==> src/rtl/pe_mux_serializer.sv <==
// Purpose: gathers one packed DATA_DEPTH-lane vector and emits its lanes serially, lane 0 first, each beat tagged with its lane index.
// Latency: first beat is valid the cycle after the vector is accepted; 1 lane/cycle while out_ready stays high, no bubble between back-to-back vectors.
// Backpressure: out_ready low freezes the current beat; in_ready is high in IDLE or when the last beat is transferring, and depends combinationally on out_ready.
module pe_mux_serializer #(
    parameter int DATA_WIDTH = 8,
    parameter int DATA_DEPTH = 33,
    parameter int SEL_WIDTH  = $clog2(DATA_DEPTH),
    parameter int LEN_WIDTH  = $clog2(DATA_DEPTH + 1)
) (
    input  logic                             clk,
    input  logic                             rst,
    input  logic [DATA_DEPTH*DATA_WIDTH-1:0] in_data,
    input  logic [LEN_WIDTH-1:0]             in_len,
    input  logic                             in_valid,
    output logic                             in_ready,
    output logic [DATA_WIDTH-1:0]            out_data,
    output logic [SEL_WIDTH-1:0]             out_idx,
    output logic                             out_last,
    output logic                             out_valid,
    input  logic                             out_ready,
    output logic                             busy
);

    typedef enum logic {
        IDLE = 1'b0,
        SEND = 1'b1
    } state_t;

    localparam logic [LEN_WIDTH-1:0] DEPTH_L = LEN_WIDTH'(DATA_DEPTH);

    state_t                 state;
    state_t                 state_n;
    logic [SEL_WIDTH-1:0]   idx;
    logic [SEL_WIDTH-1:0]   idx_n;
    logic [LEN_WIDTH-1:0]   len_q;
    logic [LEN_WIDTH-1:0]   eff_len;
    logic [DATA_WIDTH-1:0]  lanes [DATA_DEPTH];
    logic                   last_beat;
    logic                   accept;
    logic                   load;

    // Oversized lane counts are clamped so idx can never run past the last lane.
    assign eff_len   = (in_len > DEPTH_L) ? DEPTH_L : in_len;
    assign last_beat = (state == SEND) && (LEN_WIDTH'(idx) == (len_q - LEN_WIDTH'(1)));

    // Next-state, handshake and output decode; a new vector may be taken in the last-beat cycle to avoid a bubble.
    always_comb begin
        state_n   = state;
        idx_n     = idx;
        load      = 1'b0;
        in_ready  = (state == IDLE) || (out_ready && last_beat);
        accept    = in_valid && in_ready;
        out_valid = (state == SEND);
        busy      = (state == SEND);
        out_data  = '0;
        out_idx   = '0;
        out_last  = last_beat;

        if (state == SEND) begin
            out_data = lanes[idx];
            out_idx  = idx;
        end

        case (state)
            IDLE: begin
                // A zero-length vector is consumed here without producing a beat.
                if (accept && (eff_len != '0)) begin
                    state_n = SEND;
                    idx_n   = '0;
                    load    = 1'b1;
                end
            end
            SEND: begin
                if (out_ready) begin
                    if (last_beat) begin
                        if (accept && (eff_len != '0)) begin
                            idx_n = '0;
                            load  = 1'b1;
                        end else begin
                            state_n = IDLE;
                        end
                    end else begin
                        idx_n = idx + SEL_WIDTH'(1);
                    end
                end
            end
            default: state_n = IDLE;
        endcase
    end

    // State and lane pointer registers.
    always_ff @(posedge clk) begin
        if (rst) begin
            state <= IDLE;
            idx   <= '0;
        end else begin
            state <= state_n;
            idx   <= idx_n;
        end
    end

    // Shadow copy of the accepted vector so input changes mid-send cannot disturb the beats.
    always_ff @(posedge clk) begin
        if (rst) begin
            len_q <= '0;
            for (int i = 0; i < DATA_DEPTH; i++) begin
                lanes[i] <= '0;
            end
        end else if (load) begin
            len_q <= eff_len;
            for (int i = 0; i < DATA_DEPTH; i++) begin
                lanes[i] <= in_data[i*DATA_WIDTH +: DATA_WIDTH];
            end
        end
    end

endmodule

==> config.mk <==
export PLATFORM = sky130hd
export DESIGN_NAME = pe_mux_serializer
export DESIGN_NICKNAME = d
export VERILOG_FILES = /design/src/rtl/pe_mux_serializer.sv
export SDC_FILE = /design/constraint.sdc
export NUM_CORES = 1
export LEC_CHECK = 0
export BUFFER_PORTS_ARGS = -buffer_cell sky130_fd_sc_hd__buf_2
export CORE_MARGIN = 2
export CORE_UTILIZATION = 45
export CTS_CLUSTER_DIAMETER = 100
export DETAILED_ROUTE_END_ITERATION = 6
export PLACE_DENSITY = 0.71
export SLEW_MARGIN = 20
export SYNTH_ARGS = -nofsm -noshare
export SYNTH_HDL_FRONTEND = slang
export SYNTH_SLANG_ARGS = --single-unit
export TNS_END_PERCENT = 20
==> constraint.sdc <==
create_clock -name clk -period 10.2 [get_ports clk]
set_input_delay 0.51 -clock clk [delete_from_list [all_inputs] [get_ports clk]]
set_output_delay 0.51 -clock clk [all_outputs]
set_load 0.02 [all_outputs]
==> run_results.csv <==
group,metric,value,unit
setup_path,crit_slowest_cell,"dfxtp_4",
placement,dp_hpwl,21500,um
setup_path,cp_cell_sequence,"buf_4 -> mux4_2 -> mux2i_1 -> nand2_1 -> o21ai_0 -> nand2_1 -> a32o_1 -> buf_2",
finish,final_common_cell,"buf_2",
setup_path,path_delay_family,"flip-flops",
pwr,peakVddDrop,0.131,mV
placement,place.gp.congestion,0.833,
logic_synthesis,avgSynthCellArea,15.2,um^2
setup_path,reg2reg_depth,9,
timing,slew_headroom,31.6,%
logic_synthesis,ys.flop_type,"edfxtp_1",
worst_hold_path,hp-start,"in_data[262]",
setup_path,worstPathRequired,9.69,ns
placement,place_area,0.0149,mm^2
detailed_routing,ant_nets,0,
logic_synthesis,synth_cell_type_count,53,
timing,fin_crit,3.95,ns
global_route,grt_max_degree,197,
logic_synthesis,ys_warn_count,0,
finish,utilization,55.5,%
global_route,overflow,0,
timing,fin_skew,0.0129,ns
timing,finalSetupViolCount,0,
detailed_routing,via_count,8016,
finish,final_area,0.0159,mm^2
pwr,p_sw_share,21.4,%
cts,ctsResizeCount,0,
detailed_routing,drtIter0Drc,731,
timing,fmax,253,MHz
cts,ctsHtreeMaxLevel,1,
setup_path,endpoint_kind,"primary output",
worst_hold_path,hp-class,"primary input to register",
setup_path,cp.arrival,3.44,ns
timing,hold_violations,0,
cts,cts_sinks,283,
flow_run,maxCapViolations,0,
logic_synthesis,synth_top_area_cell,"edfxtp_1",
finish,final_cell_mix,"buf_2 (291), edfxtp_1 (264), and2_2 (170)",
detailed_routing,drt-pass1-iter-count,5,
timing,drv_slew,0,
placement,port_buffers,291,
logic_synthesis,yosys_register_bits,283,
logic_synthesis,syn_inst,863,
setup_path,critical_path_class,"register to primary output",
cts,holdBufCountCts,0,
floorplanning,die_x,175,um
setup_path,cp-start-kind,"register",
timing,rsz0062_at_grt,"no",
worst_hold_path,hold_depth,2,
cts,clock_latency,0.55,ns
logic_synthesis,netlist.area_leader.share,60.4,%
global_route,grt_pass1_wl,46000,um
setup_path,r2r_slack,6.41,ns
logic_synthesis,synth_seq_area_share,63.3,%
floorplanning,initial_core_util,45.7,%
pwr,clkPwrFrac,41.2,%
floorplanning,core.rowCount,62,
setup_path,reg2reg_from,"len_q[0]",
pwr,finalPower,2.75,mW
cts,clock_path_buffers,3,
global_route,grt_pass1_vias,8192,
detailed_routing,wl_per_cell,19.8,um
timing,worst-slew-pin-transition,1.03,ns
detailed_routing,routed_via_density,5.18,
global_route,grt_usage,19.9,%
logic_synthesis,synthesis.nets,1139,
global_route,antenna_found_initial,2,
setup_path,reg2reg_to,"lanes[14][7]",
pwr,switchingPower,0.589,mW
setup_path,path_buf_inv,2,
worst_hold_path,hold_end,"lanes[32][6]",
cts,cts_root_buffer,"clkbuf_16",
timing,period_share,38.8,%
cts,postCtsSetupRepairBufs,0,
finish,finalNetCount,1414,
logic_synthesis,synth_area,0.0131,mm^2
floorplanning,coreArea,0.0287,mm^2
pwr,p_per_area,173,mW/mm^2
setup_path,crit_top_cell,"nand2_1",
pwr,intPower,2.16,mW
detailed_routing,drc_errors,0,
cts,cts_tree,"done",
run_status,status,"complete, no violations",
pwr,p_leak,6.28,nW
pwr,seqPwrFrac,50.6,%
logic_synthesis,synth_edf_count,264,
pwr,p_comb_share,8.2,%
logic_synthesis,synthArstFlopShare,0,%
floorplanning,die-area,0.0306,mm^2
floorplanning,die_h,175,um
setup_path,crit_fanout,38,
detailed_routing,drt_wl_total,30600,um
floorplanning,pin_count,292,
cts,clkTransAtPathRegs,0.07,ns
logic_synthesis,synth_area_leaders,"edfxtp_1 (60%), mux4_2 (11%), and2_2 (9.7%), and2_1 (4.6%), dfxtp_1 (2.9%)",
cts,numCtsBuffers,31,
setup_path,cpPeakStageDelay,0.80,ns
finish,layout-drive-gt1-share,50.9,%
finish,area_growth,21.3,%
timing,timing.setup.tns,0,ns
[sequential cells by signal, summed over array words and instances, names as in the netlist, named ones only]
signal  cells
idx         6
lanes     264
busy        1
len_q       6
[Yosys cell counts (4+ instances only)]
library cell / number
a21o_1: 4
a21oi_1: 18
a32o_1: 5
and2_1: 97
and2_2: 170
buf_1: 6
buf_2: 8
clkbuf_1: 12
clkbuf_2: 26
dfxtp_1: 19
edfxtp_1: 264
inv_1: 7
mux2i_1: 18
mux4_2: 62
nand2_1: 28
nand2b_1: 5
nand4_1: 4
nand4b_1: 6
nor2_1: 18
nor3_1: 4
o21ai_0: 19
o32ai_1: 4
xnor2_1: 4
[power by group through the flow]
stage / combinational, mW / clock [mW] / sequential (mW)
3_3_place_gp: 0.225 / 0 / 1.41
6_report: 0.224 / 1.13 / 1.39
5_1_grt: 0.246 / 1.20 / 1.40
2_1_floorplan: 0.139 / 0 / 1.41
3_5_place_dp: 0.227 / 0 / 1.42
4_1_cts: 0.229 / 1.16 / 1.39
[kinds of logic after synthesis]
group	Yosys count	synth area share [%]
xor+xnor	7	0.467
compound gates	74	3.91
fa+ha+maj	2	0.191
buf+inv	66	2.41
simple gates	349	17.5
flops	283	63.3
mux	82	12.2
[routing by layer]
layer  wire length [um]  vias to the layer above  GRT usage [%]
li1                   -                     3746              -
met1              12800                     3921           27.5
met2              15000                      295           32.7
met3               1960                       54           2.94
met4                889                        0           6.25
met5                  0                        -              0
[metrics by stage]
| step | hold slack (ns) | setup WS (ns) | cells |
|---|---|---|---|
| floorplan | 0.461 | 2.62 | 863 |
| finish | 0.237 | 6.25 | 1548 |
| CTS | 0.215 | 6.09 | 1546 |
| detailed placement | 0.507 | 6.46 | 1489 |
| global route | 0.226 | 5.88 | 1548 |
| global placement | 0.501 | 6.53 | 1489 |
[layout make-up]
type | instances | area, um^2
Tap cell | 384 | 480
Timing Repair Buffer | 298 | 1530
Inverter | 10 | 37.5
Clock buffer | 41 | 843
Fill cell | 2373 | 12800
Antenna cell | 2 | 5.00
Multi-Input combinational cell | 514 | 4510
Sequential cell | 283 | 8320
Clock inverter | 16 | 199
[how the worst max path moves through the flow]
| stage | end | slack (ns) | depth (start not counted) |
|---|---|---|---|
| detailed placement | lanes[9][4] | 6.46 | 9 |
| CTS | out_data[7] | 6.09 | 8 |
| global route | out_data[7] | 5.88 | 8 |
| finish | out_data[7] | 6.25 | 8 |
| floorplan | lanes[0][0] | 2.62 | 8 |
| global placement | lanes[8][4] | 6.53 | 9 |
Power figures use the tool's default switching activity.
